==> src/rtl/backend_stage_chain_pkg.sv <==
// rtl/backend_stage_chain_pkg.sv - shared defaults and per-stage action encoding for the backend stage chain
//
// Purpose : parameter defaults for the chain, the register-index width and the
//           decoded next-state action of one stage register.
// Contents: DEFAULT_NUM_STAGES, DEFAULT_PAYLOAD_W, DEFAULT_DATA_W, RD_W,
//           stage_act_e (KILL > HOLD > LOAD priority outcome).
package backend_stage_chain_pkg;

    localparam int DEFAULT_NUM_STAGES = 3;
    localparam int DEFAULT_PAYLOAD_W  = 64;
    localparam int DEFAULT_DATA_W     = 32;
    localparam int RD_W               = 5;

    // Outcome of the per-stage priority decode for the coming edge.
    typedef enum logic [1:0] {
        ACT_KILL = 2'd0,   // revert or per-stage clear: slot becomes a bubble
        ACT_HOLD = 2'd1,   // stalled: keep entry, still accept a late result
        ACT_LOAD = 2'd2    // advance: take the upstream entry (or issue port)
    } stage_act_e;

endpackage

==> src/rtl/pipe_stage_reg.sv <==
// rtl/pipe_stage_reg.sv - one backend stage register with kill/hold/load priority and late-result capture
//
// Purpose : holds {valid, payload, rd, data_ok, data} for one stage.
// Ports   : clk, rst             clock, synchronous active-high reset
//           flush, clr, hold     whole-chain revert, per-stage bubble, per-stage stall
//           src_*                entry presented for loading when advancing
//           res_valid, res_data  late result strobe for the entry currently held here
//           valid .. data        registered stage contents
module pipe_stage_reg
    import backend_stage_chain_pkg::*;
#(
    parameter int PAYLOAD_W = DEFAULT_PAYLOAD_W,
    parameter int DATA_W    = DEFAULT_DATA_W
) (
    input  logic                 clk,
    input  logic                 rst,
    input  logic                 flush,
    input  logic                 clr,
    input  logic                 hold,
    input  logic                 src_valid,
    input  logic [PAYLOAD_W-1:0] src_payload,
    input  logic [RD_W-1:0]      src_rd,
    input  logic                 src_data_ok,
    input  logic [DATA_W-1:0]    src_data,
    input  logic                 res_valid,
    input  logic [DATA_W-1:0]    res_data,
    output logic                 valid,
    output logic [PAYLOAD_W-1:0] payload,
    output logic [RD_W-1:0]      rd,
    output logic                 data_ok,
    output logic [DATA_W-1:0]    data
);

    stage_act_e act;
    logic       late_hit;

    // A late result only lands on an occupied entry that is still waiting.
    assign late_hit = valid & ~data_ok & res_valid;

    always_comb begin
        act = ACT_LOAD;
        if (flush | clr) begin
            act = ACT_KILL;
        end else if (hold) begin
            act = ACT_HOLD;
        end
    end

    always_ff @(posedge clk) begin
        if (rst) begin
            valid   <= 1'b0;
            payload <= '0;
            rd      <= '0;
            data_ok <= 1'b0;
            data    <= '0;
        end else begin
            unique case (act)
                ACT_KILL: begin
                    valid   <= 1'b0;
                    data_ok <= 1'b0;
                end
                ACT_HOLD: begin
                    if (late_hit) begin
                        data_ok <= 1'b1;
                        data    <= res_data;
                    end
                end
                ACT_LOAD: begin
                    valid   <= src_valid;
                    payload <= src_payload;
                    rd      <= src_rd;
                    data_ok <= src_valid & src_data_ok;
                    data    <= src_data;
                end
                default: ;
            endcase
        end
    end

endmodule

==> src/rtl/backend_stage_chain.sv <==
// rtl/backend_stage_chain.sv - in-order backend pipeline (ex, m1, m2, ...) with stall, bubble, flush and forwarding
//
// Purpose : chains NUM_STAGES pipe_stage_reg instances, derives the monotone
//           stall vector, exposes forwarding state and the retire port.
// Ports   : clk, rst                      clock, synchronous active-high reset
//           in_*                          issue port (valid/ready handshake)
//           stall_req_i, clr_vec_i        per-stage stall request / bubble insert
//           revert_i                      flush the whole chain
//           res_valid_i, res_data_i       per-stage late results
//           stall_vec_o                   effective per-stage hold
//           stage_valid_o/_payload_o      stage occupancy and payloads
//           fwd_*                         forwarding view of every stage
//           wb_*                          retire port (last stage)
module backend_stage_chain
    import backend_stage_chain_pkg::*;
#(
    parameter int NUM_STAGES = DEFAULT_NUM_STAGES,
    parameter int PAYLOAD_W  = DEFAULT_PAYLOAD_W,
    parameter int DATA_W     = DEFAULT_DATA_W
) (
    input  logic                           clk,
    input  logic                           rst,
    input  logic                           in_valid_i,
    output logic                           in_ready_o,
    input  logic [PAYLOAD_W-1:0]           in_payload_i,
    input  logic [4:0]                     in_rd_i,
    input  logic                           in_data_ok_i,
    input  logic [DATA_W-1:0]              in_data_i,
    input  logic [NUM_STAGES-1:0]          stall_req_i,
    input  logic [NUM_STAGES-1:0]          clr_vec_i,
    input  logic                           revert_i,
    input  logic [NUM_STAGES-1:0]          res_valid_i,
    input  logic [NUM_STAGES*DATA_W-1:0]   res_data_i,
    output logic [NUM_STAGES-1:0]          stall_vec_o,
    output logic [NUM_STAGES-1:0]          stage_valid_o,
    output logic [NUM_STAGES*PAYLOAD_W-1:0] stage_payload_o,
    output logic [NUM_STAGES-1:0]          fwd_valid_o,
    output logic [NUM_STAGES-1:0]          fwd_pending_o,
    output logic [NUM_STAGES*5-1:0]        fwd_rd_o,
    output logic [NUM_STAGES*DATA_W-1:0]   fwd_data_o,
    output logic                           wb_valid_o,
    output logic [4:0]                     wb_rd_o,
    output logic [DATA_W-1:0]              wb_data_o
);

    logic [NUM_STAGES-1:0]                stage_valid;
    logic [NUM_STAGES-1:0]                stage_data_ok;
    logic [NUM_STAGES-1:0][PAYLOAD_W-1:0] stage_payload;
    logic [NUM_STAGES-1:0][RD_W-1:0]      stage_rd;
    logic [NUM_STAGES-1:0][DATA_W-1:0]    stage_data;
    logic [NUM_STAGES-1:0]                stall;
    logic                                 last_wait;

    // The last stage cannot retire an entry whose result is still unknown.
    assign last_wait = stage_valid[NUM_STAGES-1] & ~stage_data_ok[NUM_STAGES-1];

    // A hold anywhere downstream blocks every stage above it.
    always_comb begin
        stall = '0;
        stall[NUM_STAGES-1] = stall_req_i[NUM_STAGES-1] | last_wait;
        for (int i = NUM_STAGES - 2; i >= 0; i--) begin
            stall[i] = stall[i+1] | stall_req_i[i];
        end
    end

    for (genvar g = 0; g < NUM_STAGES; g++) begin : g_stage
        logic                 src_valid;
        logic [PAYLOAD_W-1:0] src_payload;
        logic [RD_W-1:0]      src_rd;
        logic                 src_data_ok;
        logic [DATA_W-1:0]    src_data;

        if (g == 0) begin : g_head
            assign src_valid   = in_valid_i & in_ready_o;
            assign src_payload = in_payload_i;
            assign src_rd      = in_rd_i;
            assign src_data_ok = in_data_ok_i;
            assign src_data    = in_data_i;
        end else begin : g_body
            logic up_late;
            // An upstream stage that is itself held must not be copied down,
            // otherwise the entry would be duplicated; a bubble is loaded instead.
            assign src_valid   = stage_valid[g-1] & ~stall[g-1];
            assign src_payload = stage_payload[g-1];
            assign src_rd      = stage_rd[g-1];
            // A late result arriving on the edge the entry moves is carried along.
            assign up_late     = ~stage_data_ok[g-1] & res_valid_i[g-1];
            assign src_data_ok = stage_data_ok[g-1] | res_valid_i[g-1];
            assign src_data    = up_late ? res_data_i[(g-1)*DATA_W +: DATA_W] : stage_data[g-1];
        end

        pipe_stage_reg #(
            .PAYLOAD_W (PAYLOAD_W),
            .DATA_W    (DATA_W)
        ) u_stage (
            .clk         (clk),
            .rst         (rst),
            .flush       (revert_i),
            .clr         (clr_vec_i[g]),
            .hold        (stall[g]),
            .src_valid   (src_valid),
            .src_payload (src_payload),
            .src_rd      (src_rd),
            .src_data_ok (src_data_ok),
            .src_data    (src_data),
            .res_valid   (res_valid_i[g]),
            .res_data    (res_data_i[g*DATA_W +: DATA_W]),
            .valid       (stage_valid[g]),
            .payload     (stage_payload[g]),
            .rd          (stage_rd[g]),
            .data_ok     (stage_data_ok[g]),
            .data        (stage_data[g])
        );

        // x0 never forwards: its value is architecturally fixed.
        assign fwd_valid_o[g]   = stage_valid[g] &  stage_data_ok[g] & (stage_rd[g] != '0);
        assign fwd_pending_o[g] = stage_valid[g] & ~stage_data_ok[g] & (stage_rd[g] != '0);
    end

    assign in_ready_o      = ~stall[0];
    assign stall_vec_o     = stall;
    assign stage_valid_o   = stage_valid;
    assign stage_payload_o = stage_payload;
    assign fwd_rd_o        = stage_rd;
    assign fwd_data_o      = stage_data;
    assign wb_valid_o      = stage_valid[NUM_STAGES-1] & ~stall[NUM_STAGES-1];
    assign wb_rd_o         = stage_rd[NUM_STAGES-1];
    assign wb_data_o       = stage_data[NUM_STAGES-1];

endmodule

==> config.mk <==
export PLATFORM = sky130hd
export DESIGN_NAME = backend_stage_chain
export DESIGN_NICKNAME = d
export VERILOG_FILES = /design/src/rtl/backend_stage_chain_pkg.sv /design/src/rtl/pipe_stage_reg.sv /design/src/rtl/backend_stage_chain.sv
export SDC_FILE = /design/constraint.sdc
export NUM_CORES = 1
export LEC_CHECK = 0
export CORE_AREA = 2 2 221 223
export DETAILED_ROUTE_END_ITERATION = 8
export DIE_AREA = 0 0 223 225
export PLACE_DENSITY = 0.53
export SLEW_MARGIN = 20
export SYNTH_ARGS = -nofsm -noshare
export SYNTH_HDL_FRONTEND = slang
export SYNTH_SLANG_ARGS = --single-unit
==> constraint.sdc <==
create_clock -name clk -period 4.8 [get_ports clk]
set_clock_uncertainty 0.15 [all_clocks]
set_input_delay 1.2 -clock clk [delete_from_list [all_inputs] [get_ports clk]]
set_output_delay 1.2 -clock clk [all_outputs]
set_load 0.005 [all_outputs]
==> results_dict.tcl <==
set metrics [dict create \
    initial_core_util_pct 26.2 \
    netlist_area_sq_um 12500 \
    cp_max_fo 4 \
    power_mw 5.91 \
    antenna_found_initial 7 \
    clkTransAtPathRegs_ns 0.06 \
    grt-ovfl-total 0 \
    synth_top_area_cell "dfxtp_1" \
    multi_input_area_sq_um 5350 \
    period_share_pct 94.1 \
    final_common_cell "clkdlybuf4s50_1" \
    cts_tree "built" \
    area_growth_pct 56.7 \
    setup_viol_count_final 0 \
    synth_compound_area_share_pct 19.7 \
    hold_ws_ns 0.302 \
    grt_pass1_wl_um 84800 \
    hold_class "register to register" \
    avgRoutedWirePerCell_um 22.1 \
    portBuffers 564 \
    drv_cap 0 \
    worstSkewPairLatency_ns 0.56 \
    coreArea_sq_um 47500 \
    synth_area_leaders "dfxtp_1 50%, nand2_1 15%, a21oi_1 12%" \
    vias 13000 \
    yosys.area_share.adder_pct 0 \
    endpoint_kind "output pin" \
    via_per_inst 4.86 \
    cts_setup_buffers 0 \
    ant_nets 0 \
    maxSlewHeadroom_pct 33.1 \
    synthCells 1580 \
    worst-slew-pin-transition_ns 1.00 \
    htree_levels 2 \
    power_density_nw_per_um2 303 \
    yosys_warnings 0 \
    avgSynthCellArea_sq_um 7.88 \
    min_period_ns 4.51 \
    yosys.area.top_type_share_pct 49.7 \
    synth_xor_area_share_pct 0 \
    synth_top_family_by_area "simple AND/OR/NAND/NOR gates" \
    fin_nets 2249 \
    cts_buffer_depth 3 \
    hold_buffers 0 \
    fp.dieH_um 225 \
    grt_pass1_vias 12700 \
    synth-simple-area-share_pct 21.8 \
    drive_gt1_share_pct 5.78 \
    cts.sink_count 309 \
    ys_types 36 \
    drc 0 \
    syn-num-nets 1791 \
    final_cell_mix "563 x clkdlybuf4s50_1, 504 x nand2_1, 309 x dfxtp_1" \
    root_buffer "clkbuf_16" \
    cts_buffers 37 \
    arrival_ns 3.16 \
    peakVddDrop_mv 0.242 \
    seqCellArea_sq_um 6190 \
    nFillCells 4833 \
    synth_edf_count 0 \
    timing_worst_setup_path_type "input pin to output pin" \
    hold_viol 0 \
    ys_async_sr_fraction_pct 0 \
    place_congestion 0.856 \
    rsz0062_at_grt "false" \
    die-area_sq_um 50200 \
    ys_seq_elements 309 \
    io_pins 565 \
    yosysSeqAreaShare_pct 49.7 \
    drt-pass1-iter-count 5 \
    drv_slew 0 \
    die_x_um 223 \
    grt_max_degree 184 \
    drt_wl_total_um 59000 \
    hpwl_um 41200 \
    synthFlopType "dfxtp_1" \
    startpoint_type "input pin" \
    setup_tns_ns 0 \
    synthMuxAreaShare_pct 0.884 \
    status "finished clean" \
    rows 80 \
    grt_usage_pct 22.5 \
    drt_iter0_drc 916 \
    p_leak_nw 6.39 \
    timing.fmax_ghz 0.221 \
    diodes 0 \
    cp.required_ns 3.45 \
    ctsResizeCount 0 \
]
## stage by stage
stage	utilization [%]	cells	setup WS [ns]	cell area (sq um)
2_1_floorplan	-	1580	1.10	12500
3_3_place_gp	38.6	2614	0.274	18300
3_5_place_dp	38.6	2614	0.292	18300
4_1_cts	41.1	2675	0.291	19500
5_1_grt	41.1	2675	0.243	19500
6_report	41.1	2675	0.285	19500
## final timing paths
kind	cells after the start	slack, ns	startpoint	end
setup reg to reg	6	2.32	g_stage[2].u_stage.data_ok$_SDFFE_PP0P_	g_stage[0].u_stage.data[19]$_SDFFE_PP0P_
hold / removal	2	0.30	g_stage[2].u_stage.payload[56]$_SDFFE_PP0N_	g_stage[2].u_stage.payload[56]$_SDFFE_PP0N_
hold reg to reg	2	0.30	g_stage[2].u_stage.payload[56]$_SDFFE_PP0N_	g_stage[2].u_stage.payload[56]$_SDFFE_PP0N_
setup / recovery	5	0.29	stall_req_i[1]	in_ready_o
## synth_stat cells (all sizes together), types with 4 or more instances
master and n:
or4 4, nand2 514, dfxtp 309, nand2b 11
nand3 51, a21oi 299, clkbuf 85, mux2i 11
a211oi 10, inv 28, nor2 37, o211ai 24
buf 84, nor3 24, a221oi 32, nor2b 5
o21ai 4, a221o 32
## layout make-up
| type | count | share of cell area, % |
|---|---|---|
| Clock buffer | 54 | 5.63 |
| Timing Repair Buffer | 588 | 30.3 |
| Inverter | 29 | 0.564 |
| Clock inverter | 7 | 0.462 |
| Tap cell | 615 | 3.94 |
| Sequential cell | 309 | 31.7 |
| Multi-Input combinational cell | 1073 | 27.4 |
## per-layer routing
metal  up-vias  share of wire [%]  track usage, %
met5         -               0.18               0
met1      6149                 40            26.2
met3        82                 10            9.30
met2       559                 46            37.1
met4        14                3.1            8.25
li1       6201                  -               -
## power by group
| group | leakage (nW) | total, mW | switching, mW | internal, mW |
|---|---|---|---|---|
| Clock | 0.586 | 2.78 | 1.18 | 1.60 |
| Combinational | 3.31 | 0.511 | 0.247 | 0.264 |
| Sequential | 2.49 | 2.62 | 0.0254 | 2.59 |
| Total | 6.39 | 5.91 | 1.45 | 4.46 |
## cells by family (layout without fill, tap and decap cells)
family,after synthesis,count (layout)
simple gates,656,656
compound gates,406,406
flops,309,309
buf+inv,198,678
mux,11,11
## sequential cells by signal (all words and copies together), names as in the netlist
name	cells
g_stage.u_stage.payload	192
g_stage.u_stage.valid	3
g_stage.u_stage.data	96
g_stage.u_stage.data_ok	3
g_stage.u_stage.rd	15
## worst max-delay path, stage by stage
cell and delay, ns:
clkdlybuf4s50_1 0.45, or2_1 0.34, or3_2 0.59, clkinv_2 0.09
clkdlybuf4s50_1 0.49
No activity file was read; power rests on OpenSTA's default activity.
